[src/rtl/rv32i_pkg.sv]
// Shared definitions for the RV32I load/writeback slice.
//   - funct3 encodings of the integer load instructions (LB, LH, LW, LBU, LHU)
//   - writeback FSM state enum
//   - misaligned-load predicate used when RV32I_LOAD_MISALIGN_CHECK_EN is defined
package rv32i_pkg;

  localparam logic [2:0] Funct3Lb  = 3'b000;
  localparam logic [2:0] Funct3Lh  = 3'b001;
  localparam logic [2:0] Funct3Lw  = 3'b010;
  localparam logic [2:0] Funct3Lbu = 3'b100;
  localparam logic [2:0] Funct3Lhu = 3'b101;

  typedef enum logic [1:0] {
    StIdle,
    StReq,
    StWait,
    StWrite
  } wb_state_e;

  // Unlisted funct3 codes are handled as LW, so they need word alignment too.
  function automatic logic load_is_misaligned(input logic [2:0] funct3,
                                              input logic [1:0] addr_lo);
    logic mis;
    case (funct3)
      Funct3Lb, Funct3Lbu: mis = 1'b0;
      Funct3Lh, Funct3Lhu: mis = addr_lo[0];
      default:             mis = (addr_lo != 2'b00);
    endcase
    return mis;
  endfunction

endpackage

[src/rtl/rv32i_load_align.sv]
// Load data alignment and extension (purely combinational).
// Ports:
//   funct3_i  - load width/sign encoding
//   addr_lo_i - byte offset of the load address within the word
//   word_i    - aligned 32-bit word returned by data memory
//   result_o  - value to write back to the register file
// LB/LBU pick byte addr_lo_i, LH/LHU pick half addr_lo_i[1], everything else is a full word.
module rv32i_load_align
  import rv32i_pkg::*;
(
  input  logic [2:0]  funct3_i,
  input  logic [1:0]  addr_lo_i,
  input  logic [31:0] word_i,
  output logic [31:0] result_o
);

  logic [7:0]  byte_sel;
  logic [15:0] half_sel;

  always_comb begin
    byte_sel = word_i[7:0];
    unique case (addr_lo_i)
      2'd0: byte_sel = word_i[7:0];
      2'd1: byte_sel = word_i[15:8];
      2'd2: byte_sel = word_i[23:16];
      2'd3: byte_sel = word_i[31:24];
      default: byte_sel = word_i[7:0];
    endcase
  end

  // Half-word lane ignores addr_lo_i[0]; a misaligned LH just reads the containing half.
  assign half_sel = addr_lo_i[1] ? word_i[31:16] : word_i[15:0];

  always_comb begin
    result_o = word_i;
    case (funct3_i)
      Funct3Lb:  result_o = {{24{byte_sel[7]}}, byte_sel};
      Funct3Lbu: result_o = {24'h000000, byte_sel};
      Funct3Lh:  result_o = {{16{half_sel[15]}}, half_sel};
      Funct3Lhu: result_o = {16'h0000, half_sel};
      default:   result_o = word_i;
    endcase
  end

endmodule

[src/rtl/rv32i_load_writeback.sv]
// RV32I load/writeback stage: accepts one op at a time from execute, issues data-memory reads
// for loads, aligns/extends the returned word and writes the result to the register file.
// Ports:
//   clk, rst                       - clock (rising edge), synchronous active-high reset
//   in_valid/in_ready              - op handshake; in_ready only while idle
//   in_is_load, in_funct3, in_rd,
//   in_result                      - load flag, load type, destination, ALU result or load address
//   mem_req/mem_addr/mem_gnt       - word-aligned read request, held until granted
//   mem_rvalid/mem_rdata           - read data return
//   wr_enable/wr_addr/wr_data      - register-file write port (never enabled for rd == 0)
//   load_misaligned                - one-cycle flag for a rejected misaligned load
// Optional feature macro: RV32I_LOAD_MISALIGN_CHECK_EN enables misalignment detection; when
// undefined, load_misaligned is tied low and misaligned loads use the lane rules as-is.
// All outputs come straight from flops.
module rv32i_load_writeback
  import rv32i_pkg::*;
#(
  parameter int unsigned DATA_BUS_WIDTH = 32,
  parameter int unsigned NUM_OF_SETS    = 32
) (
  input  logic                           clk,
  input  logic                           rst,
  input  logic                           in_valid,
  output logic                           in_ready,
  input  logic                           in_is_load,
  input  logic [2:0]                     in_funct3,
  input  logic [$clog2(NUM_OF_SETS)-1:0] in_rd,
  input  logic [DATA_BUS_WIDTH-1:0]      in_result,
  output logic                           mem_req,
  output logic [DATA_BUS_WIDTH-1:0]      mem_addr,
  input  logic                           mem_gnt,
  input  logic                           mem_rvalid,
  input  logic [DATA_BUS_WIDTH-1:0]      mem_rdata,
  output logic                           wr_enable,
  output logic [$clog2(NUM_OF_SETS)-1:0] wr_addr,
  output logic [DATA_BUS_WIDTH-1:0]      wr_data,
  output logic                           load_misaligned
);

  localparam int unsigned AddrW = $clog2(NUM_OF_SETS);

  wb_state_e                 state_q, state_d;
  logic [2:0]                funct3_q, funct3_d;
  logic [1:0]                addr_lo_q, addr_lo_d;
  logic                      in_ready_q, in_ready_d;
  logic                      mem_req_q, mem_req_d;
  logic [DATA_BUS_WIDTH-1:0] mem_addr_q, mem_addr_d;
  logic                      wr_enable_q, wr_enable_d;
  logic [AddrW-1:0]          wr_addr_q, wr_addr_d;
  logic [DATA_BUS_WIDTH-1:0] wr_data_q, wr_data_d;
  logic [31:0]               load_value;
  logic                      acc_misaligned;

  rv32i_load_align u_align (
    .funct3_i  (funct3_q),
    .addr_lo_i (addr_lo_q),
    .word_i    (mem_rdata),
    .result_o  (load_value)
  );

`ifdef RV32I_LOAD_MISALIGN_CHECK_EN
  logic misaligned_q;

  assign acc_misaligned = in_is_load && load_is_misaligned(in_funct3, in_result[1:0]);

  always_ff @(posedge clk) begin
    if (rst) begin
      misaligned_q <= 1'b0;
    end else begin
      misaligned_q <= (state_q == StIdle) && in_valid && acc_misaligned;
    end
  end

  assign load_misaligned = misaligned_q;
`else
  assign acc_misaligned  = 1'b0;
  assign load_misaligned = 1'b0;
`endif

  // Next-state and next-output logic.
  always_comb begin
    state_d   = state_q;
    funct3_d  = funct3_q;
    addr_lo_d = addr_lo_q;
    mem_addr_d = mem_addr_q;
    wr_addr_d = wr_addr_q;
    wr_data_d = wr_data_q;

    unique case (state_q)
      StIdle: begin
        if (in_valid) begin
          if (!in_is_load) begin
            wr_addr_d = in_rd;
            wr_data_d = in_result;
            state_d   = StWrite;
          end else if (!acc_misaligned) begin
            wr_addr_d  = in_rd;
            funct3_d   = in_funct3;
            addr_lo_d  = in_result[1:0];
            mem_addr_d = {in_result[DATA_BUS_WIDTH-1:2], 2'b00};
            state_d    = StReq;
          end
          // A rejected misaligned load leaves the stage idle.
        end
      end
      StReq: begin
        if (mem_gnt) begin
          state_d = StWait;
        end
      end
      StWait: begin
        if (mem_rvalid) begin
          wr_data_d = load_value;
          state_d   = StWrite;
        end
      end
      StWrite: begin
        state_d = StIdle;
      end
      default: begin
        state_d = StIdle;
      end
    endcase

    // Outputs are registered images of the state being entered.
    in_ready_d  = (state_d == StIdle);
    mem_req_d   = (state_d == StReq);
    wr_enable_d = (state_d == StWrite) && (wr_addr_d != '0);
  end

  always_ff @(posedge clk) begin
    if (rst) begin
      state_q     <= StIdle;
      funct3_q    <= 3'b000;
      addr_lo_q   <= 2'b00;
      in_ready_q  <= 1'b1;
      mem_req_q   <= 1'b0;
      mem_addr_q  <= '0;
      wr_enable_q <= 1'b0;
      wr_addr_q   <= '0;
      wr_data_q   <= '0;
    end else begin
      state_q     <= state_d;
      funct3_q    <= funct3_d;
      addr_lo_q   <= addr_lo_d;
      in_ready_q  <= in_ready_d;
      mem_req_q   <= mem_req_d;
      mem_addr_q  <= mem_addr_d;
      wr_enable_q <= wr_enable_d;
      wr_addr_q   <= wr_addr_d;
      wr_data_q   <= wr_data_d;
    end
  end

  assign in_ready  = in_ready_q;
  assign mem_req   = mem_req_q;
  assign mem_addr  = mem_addr_q;
  assign wr_enable = wr_enable_q;
  assign wr_addr   = wr_addr_q;
  assign wr_data   = wr_data_q;

endmodule

[config.mk]
export PLATFORM = sky130hd
export DESIGN_NAME = rv32i_load_writeback
export DESIGN_NICKNAME = d
export VERILOG_FILES = /design/src/rtl/rv32i_pkg.sv /design/src/rtl/rv32i_load_align.sv /design/src/rtl/rv32i_load_writeback.sv
export SDC_FILE = /design/constraint.sdc
export NUM_CORES = 1
export LEC_CHECK = 0
export CORE_AREA = 4 4 102 104
export DETAILED_ROUTE_END_ITERATION = 12
export DIE_AREA = 0 0 106 108
export DONT_BUFFER_PORTS = 1
export HOLD_SLACK_MARGIN = 0.15
export PLACE_DENSITY_LB_ADDON = 0.2
export SLEW_MARGIN = 20
export SYNTH_ARGS = -nofsm -noshare
export SYNTH_HDL_FRONTEND = slang
export SYNTH_SLANG_ARGS = --single-unit
[constraint.sdc]
create_clock -name clk -period 2 [get_ports clk]
set_input_delay 0.2 -clock clk [delete_from_list [all_inputs] [get_ports clk]]
set_output_delay 0.2 -clock clk [all_outputs]
set_load 0.02 [all_outputs]
Word level (Yosys, flattened, before mapping)
Cells that the tools add are included.
{ "word_totals": {"register_bits": 77} }
{ "op_classes": {"n_eq_ne": 14, "mux": 14, "n_reduce_logical": 9} }
{ "ops": {"columns": ["operator", "n"], "rows": [
  ["$pmux 32 s4", 1],
  ["$mux 32", 3],
  ["$pmux 32 s2", 1],
  ["$pmux 8 s4", 1],
  ["$mux 16", 1],
  ["$eq 2x2->1 const B", 5],
  ["$mux 5", 2],
  ["$mux 2", 4],
  ["$pmux 2 s4", 1],
  ["$eq 2x1->1 const B", 3],
  ["$eq 3x3->1 const B", 2],
  ["$logic_not 2->1", 3],
  ["$ne 2x2->1 const B", 3],
  ["$reduce_bool 5->1", 1],
  ["$reduce_and 4->1", 1],
  ["$eq 3x1->1 const B", 1],
  ["$logic_not 3->1", 1],
  ["$reduce_and 3->1", 1],
  ["$reduce_bool 2->1", 1],
  ["$logic_and 1x1->1", 1]
]} }

Longest topological paths before layout
Gate-level depths: netlist of run 1.
{ "depth": {"word_depth": 5, "mapped_depth": 7, "depth_no_buf": 4} }

Cells and area by module
From an unflattened synthesis of run 1, not the netlist that was laid out.
{ "unflattened": {"cells_unflattened": 464, "area_unflattened_um2": 4185.3} }
{ "modules_own_cells": {"columns": ["mod", "instances", "cells_per_inst", "area_each_um2", "seq_area_each_um2"], "rows": [
  ["rv32i_load_writeback", 1, 353, 3517.1, 1541.5],
  ["rv32i_load_align", 1, 111, 668.1, 0.0]
]} }

Least setup slack after synthesis of run 1
Ideal clock, no wire load.
{ "synth_path": {"path_type": "reg2reg", "start": "register state_q[1]", "end": "register wr_data_q[21] (netlist: wr_data[21])", "t_arrival_ns": 1.540, "t_required_ns": 1.866, "path_slack_ns": 0.326, "path_stages_with_launch": 6, "path_buffers": 1, "cell_sequence": "dfxtp_1 > or3b_1 > a21o_1 > a2111oi_4 > buf_4 > a211oi_1"} }
{ "synth_via": {"elab_chain_cells": 3} }
{ "synth_rtl": {"columns": ["item", "line_no", "source"], "rows": [
  ["start: declaration", "rv32i_load_writeback.sv:42", "wb_state_e state_q, state_d;"],
  ["start signal: assignment", "rv32i_load_writeback.sv:133", "state_q <= StIdle;"],
  ["start signal: assignment", "rv32i_load_writeback.sv:143", "state_q <= state_d;"],
  ["$eq 2x2->1 / $logic_not 2->1 (equally long branches)", "rv32i_load_writeback.sv:89", "unique case (state_q)"],
  ["$ne 2x2->1 (no line) / $reduce_bool 2->1 (equally long branches)", null, null],
  ["$reduce_and 4->1 (no line)", null, null],
  ["end signal: assignment", "rv32i_load_writeback.sv:151", "wr_data_q <= wr_data_d;"],
  ["end: declaration", "rv32i_load_writeback.sv:50", "logic [DATA_BUS_WIDTH-1:0] wr_data_q, wr_data_d;"]
]} }
Several ways; a longest one is shown, not always the timed one.
A chain may end at the register's enable or synchronous reset.

Worst setup path in the final report of run 1
{ "layout_path": {"start": "register state_q[1]", "end": "register wr_data_q[17] (netlist: wr_data[17])"} }
The elaborated chain is that of the path after synthesis.

==> results.md, run 1 <==
- CP arrival: 2120 ps
- Final setup fails: 0
- Synth Area in Compound Gates: 20.3%
- Core Footprint: 9550 um2
- CTS buffer count: 9
- Drt wl/cell: 18.6 um
- Drt initial violations: 282
- Largest net degree at the start of global routing: 75
- DR pass1 iterations: 4
- Io pins: 151
- Synth Instances: 463
- Setup TNS: 0 ps
- Largest family of logic cells by synthesized area: simple AND/OR/NAND/NOR gates
- Seq/Total Area, Yosys: 41.4%
- Antenna Cells: 0
- Psw: 1.15 mW
- Fmax: 535 MHz
- Root Buffer: clkbuf_8
- Most frequent cells in the layout: 110 x nand2_1, 77 x dfxtp_1, 66 x dlygate4sd3_1, 51 x a21oi_1, 29 x mux2i_1
- GRT Total Usage: 21.4%
- Pwr dens: 793 nW/um2
- CP Capture Type: flop
- Share of cells above drive strength 1: 8.14%
- Clock sinks: 77
- Synth Area in XOR/XNOR: 0%
- Adder-cell share of the synthesized area: 0%
- Final hold violations: 0
- Vias in the first global route: 3677
- CTS H-tree depth: 3
- Simple-gate share of the synthesized area: 24.2%
- Via count: 3552
- Crit Path Max Fanout: 19
- Internal power: 2.64 mW
- Worst EP required: 2260 ps
- Startpoint class of the critical path: flop
- Multi-input combinational cell area: 1990 um2
- Drt via density: 5.37
- Design area: 4790 um2
- Row cnt: 36
- Mapped Avg Cell Area: 8.05 um2
- Mux share of post-synthesis cell area: 8.39%
- Hold WC Path Type: in -> reg
- Die ar.: 11400 um2
- Seq pwr share: 49.0%
- DRC Markers: 0
- First-pass GRT wire length: 19.0 mm
- Final Wtd Congestion: 0.918
- Sequential Area: 1540 um2
- Initial antenna violation count: 0
- CP Class: reg -> reg
- Synthesis Warnings: 0
- Post-CTS setup buffer count: 0
- Ys flop type: dfxtp_1
- Fin crit share: 93.4%
- Unrepaired setup endpoints after global routing: no
- Number of port buffers: 0
- Max-slew headroom: 56.5%
- Post-DRT Antenna Nets: 0
- Register bit total from synthesis: 77
- Fill cells: 965
- EDFF count, synth: 0
- Synth cell types: 39
- Worst-Margin Slew: 636 ps
- Sw Share: 30.4%
- Commonest non-fill, non-tap cell in the layout: nand2_1
- DP Area: 3880 um2
- Max Cap Viol: 0
- Max clock buf depth: 2
- Skew final: 7.93 ps
- Outcome: complete, no violations
- Worst skew pair latency: 360 ps
- Worst VDD drop: 0.000400 V
- Mapped Area: 3730 um2
- Layout area overhead: 28.5%
- Die X: 106 um
- Max Slew Vio Count: 0
- HPWL after detailed placement: 8.58 mm
- Nets: 602
- Final wirelength: 12.3 mm
- Clock share of power: 33.1%
- Clk pin slew, worst setup/hold paths: 80 ps
- Initial Utilization: 39.0%
- Combinational share of power: 17.9%
- LEAKAGE: 1.79 nW
- TritonCTS clock tree: yes
- Die height: 108 um
- Synth async-reset ratio: 0%
- Final Critical Period: 1870 ps
- Congestion Overflow GR: 0
-- layer usage --
metal / track usage (%) / vias up / wire (um)
li1: - / 1730 / -
met1: 25.2 / 1653 / 4960
met2: 35.4 / 148 / 5810
met3: 8.84 / 21 / 1260
met4: 7.31 / 0 / 240
met5: 0 / - / 0
-- registers in the layout (all words and copies together), names as in the netlist --
register   cells
wr_enable      1
mem_req        1
wr_data       32
addr_lo_q      2
funct3_q       3
in_ready       1
state_q        2
wr_addr        5
mem_addr      30
-- cells in the mapped netlist, types with 2 or more instances --
library cell / instances / area share (%)
a2111oi_0: 4 / 0.94
nor3_1: 6 / 0.81
o221ai_1: 3 / 0.71
mux2i_1: 29 / 7.8
nor2_1: 28 / 2.8
nand2b_1: 23 / 3.9
buf_4: 4 / 0.81
nor4_1: 2 / 0.34
or3b_1: 2 / 0.47
and3b_1: 8 / 1.9
o21ai_0: 7 / 0.94
dfxtp_1: 77 / 41
nand2_1: 110 / 11
a311o_1: 8 / 2.1
a211oi_1: 17 / 3.4
buf_1: 2 / 0.20
buf_6: 2 / 0.60
clkbuf_1: 23 / 2.3
a31oi_1: 9 / 1.5
a32o_1: 3 / 0.81
nor2b_1: 8 / 1.3
inv_1: 3 / 0.30
buf_2: 10 / 1.3
o41ai_1: 5 / 1.2
nand3_1: 6 / 0.81
a21oi_1: 51 / 6.9
-- cell families (layout without fill, tap and decap cells) --
family / Yosys count / in the layout
DFF: 77 / 77
AOI/OAI and AO/OA: 113 / 113
and+or+nand+nor: 197 / 197
muxes: 30 / 30
other: 1 / 3
buffers and inverters: 45 / 108
-- worst max-delay path, cell delays in order (launching register included) --
cell and delay [ps]:
dfxtp_1 370, or3b_1 380, a21o_2 370, buf_12 220, mux2i_1 150, a211oi_1 260
-- metrics by stage --
step	worst slack, ps	hold WS (ps)	power [mW]	std cells	util, %
2_1_floorplan	326	336	2.30	465	-
3_3_place_gp	109	276	2.41	579	40.7
3_5_place_dp	2.56	278	2.43	579	40.7
4_1_cts	68.0	151	3.83	661	50.1
5_1_grt	20.9	151	3.98	661	50.1
6_report	133	157	3.80	661	50.1
-- final timing paths --
path	from	end	slack, ps	cells past startpoint
worst max-delay path	state_q[1]$_SDFF_PP0_	wr_data[17]$_SDFFE_PP0P_	130	5
worst min-delay path	in_rd[4]	wr_enable$_SDFF_PP0_	160	4
worst max register to register	state_q[1]$_SDFF_PP0_	wr_data[17]$_SDFFE_PP0P_	130	5
worst min register to register	addr_lo_q[0]$_SDFFE_PP0P_	addr_lo_q[0]$_SDFFE_PP0P_	520	2
-- what timing repair did --
| item | 4_1_cts | 5_1_grt |
|---|---|---|
| resized for setup | 1 | 2 |
| hold endpoints to repair | 75 | 0 |
| hold buffers | 67 | 0 |
| setup endpoints to repair | 1 | 1 |
-- area by class of cell --
cell class | count | share of cell area, %
clock inverter | 3 | 0.915
sequential | 77 | 32.2
clock buffer | 12 | 3.45
tap | 133 | 3.48
inverter | 4 | 0.314
multi-input combinational | 343 | 41.6
timing repair buffer | 89 | 18.1
-- power groups by stage --
stage / combinational [mW] / clock (mW) / sequential (mW)
CTS: 0.675 / 1.29 / 1.86
floorplan: 0.435 / 0 / 1.87
global route: 0.751 / 1.36 / 1.88
detailed placement: 0.529 / 0 / 1.90
finish: 0.680 / 1.25 / 1.86
global placement: 0.516 / 0 / 1.90
Power figures use the tool's default switching activity.
==> run 2, diff against run 1 <==
--- a/config.mk
+++ b/config.mk
@@ -10,7 +10,7 @@
 export DIE_AREA = 0 0 106 108
 export DONT_BUFFER_PORTS = 1
 export HOLD_SLACK_MARGIN = 0.15
-export PLACE_DENSITY_LB_ADDON = 0.2
+export PLACE_DENSITY = 0.55
 export SLEW_MARGIN = 20
 export SYNTH_ARGS = -nofsm -noshare
 export SYNTH_HDL_FRONTEND = slang
==> run 2 against run 1 <==
Critical path type unchanged. Clock skew shrank 1.1 ps. Critical endpoint is now wr_data[16]$_SDFFE_PP0P_. Final cell count increased by 0.15%. Maximum frequency up 0.12%. Clock power decreased by 3%. Sequential cell count is the same. Register-to-register slack hardly changed. Wire length about the same. Global-route usage fell by 0.62 points. Sequential power about the same. Clock-buffer cell count is 1 lower.
==> results.md, run 2 (synthesis results as in run 1) <==
- Outcome: complete, no violations
- Fin crit share: 93.3% (-0.12 points)
- Largest net degree at the start of global routing: 75 (unchanged)
- Max clock buf depth: 2 (unchanged)
- CTS buffer count: 9 (unchanged)
- DRC Markers: 0 (unchanged)
- Drt initial violations: 202 (-28%)
- Total power: 3.75 mW (-1.2%)
- TritonCTS clock tree: yes
- Worst skew pair latency: 350 ps (about the same)
- Die height: 108 um (unchanged)
- Layout area overhead: 28.1%
- Share of cells above drive strength 1: 8.70% (+0.55 points)
- Max Slew Vio Count: 0 (unchanged)
- Top layer reached by signal wires: met4
- Via count: 3572 (+0.56%)
- Final worst slack: 135 ps (+2.31 ps)
- Nets: 602 (unchanged)
- Final hold violations: 0 (unchanged)
- CP Class: reg -> reg
- Final Wtd Congestion: 0.874 (-4.8%)
- Post-DRT Antenna Nets: 0 (unchanged)
- Antenna Cells: 0 (unchanged)
- GRT Total Usage: 20.8% (-0.62 points)
- Drt wl/cell: 18.5 um (-0.12%)
- Commonest non-fill, non-tap cell in the layout: nand2_1
- Max-slew headroom: 60.8% (+4.4 points)
- Crit Path Max Fanout: 20 (+1)
- Max Cap Viol: 0 (unchanged)
- Io pins: 151 (unchanged)
- Final Critical Period: 1870 ps (-2.31 ps)
- DR pass1 iterations: 4 (unchanged)
- CP Capture Type: flop
- Number of port buffers: 0 (unchanged)
- Most frequent cells in the layout: 110 x nand2_1, 76 x dfxtp_1, 64 x dlygate4sd3_1, 51 x a21oi_1, 29 x mux2i_1
- First-pass GRT wire length: 18.6 mm (-2.1%)
- Startpoint class of the critical path: flop
- DR WL met2: 5.84 mm (+0.53%)
- Worst VDD drop: 0.000437 V (+9.1%)
- LEAKAGE: 1.78 nW (-0.53%)
- Clk pin slew, worst setup/hold paths: 80 ps (about the same)
- Skew final: 6.79 ps (-1.14 ps)
- Die X: 106 um (unchanged)
- Congestion Overflow GR: 0 (unchanged)
- Final setup fails: 0 (unchanged)
- HPWL after detailed placement: 8.68 mm (+1.1%)
- Root Buffer: clkbuf_8
- Fmax: 536 MHz (+0.12%)
- CP arrival: 2120 ps (about the same)
- Pwr dens: 785 nW/um2 (-0.94%)
- Hold WC Path Type: in -> reg
- Core Footprint: 9550 um2 (unchanged)
- Unrepaired setup endpoints after global routing: no
- Initial antenna violation count: 0 (unchanged)
- Worst EP required: 2260 ps (about the same)
- Dpl ws: -33.1 ps (-35.7 ps)
- Drt via density: 5.40 (+0.41%)
- Vias in the first global route: 3466 (-5.7%)
- Routed wl met3: 1.15 mm (-8.8%)
- Final wirelength: 12.3 mm (about the same)
- Number of flip-flops in the largest register: 32 (unchanged)
- CTS H-tree depth: 3 (unchanged)
- Die ar.: 11400 um2 (unchanged)
- Initial Utilization: 39.0% (unchanged)
- M1 wire length: 4.96 mm (about the same)
- Clock sinks: 77 (unchanged)
- Row cnt: 36 (unchanged)
- Worst-Margin Slew: 572 ps (-63.9 ps)
- Post-CTS setup buffer count: 0 (unchanged)
==> run 2: cell count changes in the layout (fill, tap and decap cells not counted) <==
cell           change
a2111oi_0          +1
clkbuf_1           +1
a2111oi_1          -1
dfxtp_2            +1
clkinvlp_4         +2
clkinv_4           -1
inv_6              +1
dlygate4sd3_1      -2
clkbuf_8           -2
dfxtp_1            -1
buf_4              +2
==> run 2: final cells by class <==
class | count | area (um2)
sequential | 77 | 1540
clock buffer | 11 | 141
clock inverter | 5 | 58.8
tap | 133 | 166
multi-input combinational | 343 | 1990
inverter | 4 | 15.0
timing repair buffer | 89 | 861
fill | 966 | 4780
==> run 2: critical path, stage by stage (launching register included) <==
cell	delay, ps
dfxtp_1	370
or3b_1	380
a21o_2	380
buf_12	230
mux2i_1	150
a211oi_1	250
==> run 2: final timing paths <==
path | startpoint | to | slack, ps | cells after the start
min reg2reg | funct3_q[2]$_SDFFE_PP0P_ | funct3_q[2]$_SDFFE_PP0P_ | 520 | 2
max | state_q[1]$_SDFF_PP0_ | wr_data[16]$_SDFFE_PP0P_ | 130 | 5
max reg2reg | state_q[1]$_SDFF_PP0_ | wr_data[16]$_SDFFE_PP0P_ | 130 | 5
min | in_result[14] | wr_data[14]$_SDFFE_PP0P_ | 160 | 3
==> run 2: routing by layer <==
| metal | track usage [%] | vias to the layer above |
|---|---|---|
| li1 | - | 1727 |
| met1 | 25.4 | 1686 |
| met2 | 34.7 | 140 |
| met3 | 6.45 | 19 |
| met4 | 7.49 | 0 |
| met5 | 0 | - |
==> run 2: metrics by stage <==
stage / area, um2 / TNS (ps) / hold slack, ps / cells / utilization, %
detailed placement: 3900 / -33.1 / 278 / 581 / 40.8
floorplan: 3730 / 0 / 336 / 465 / -
global route: 4770 / 0 / 157 / 662 / 50.0
CTS: 4760 / 0 / 151 / 661 / 49.8
finish: 4770 / 0 / 162 / 662 / 50.0
global placement: 3900 / 0 / 276 / 581 / 40.8
==> run 2: what timing repair did <==
action                     CTS  global route
gates resized for setup      1             2
setup endpoints to repair    1             3
gates cloned                 0             0
hold buffers                64             1
hold endpoints to repair    75             1
==> run 2: power breakdown <==
part / internal [mW] / leakage, nW / switching [mW]
sequential: 1.65 / 0.629 / 0.215
clock: 0.614 / 0.0959 / 0.599
combinational: 0.321 / 1.05 / 0.352
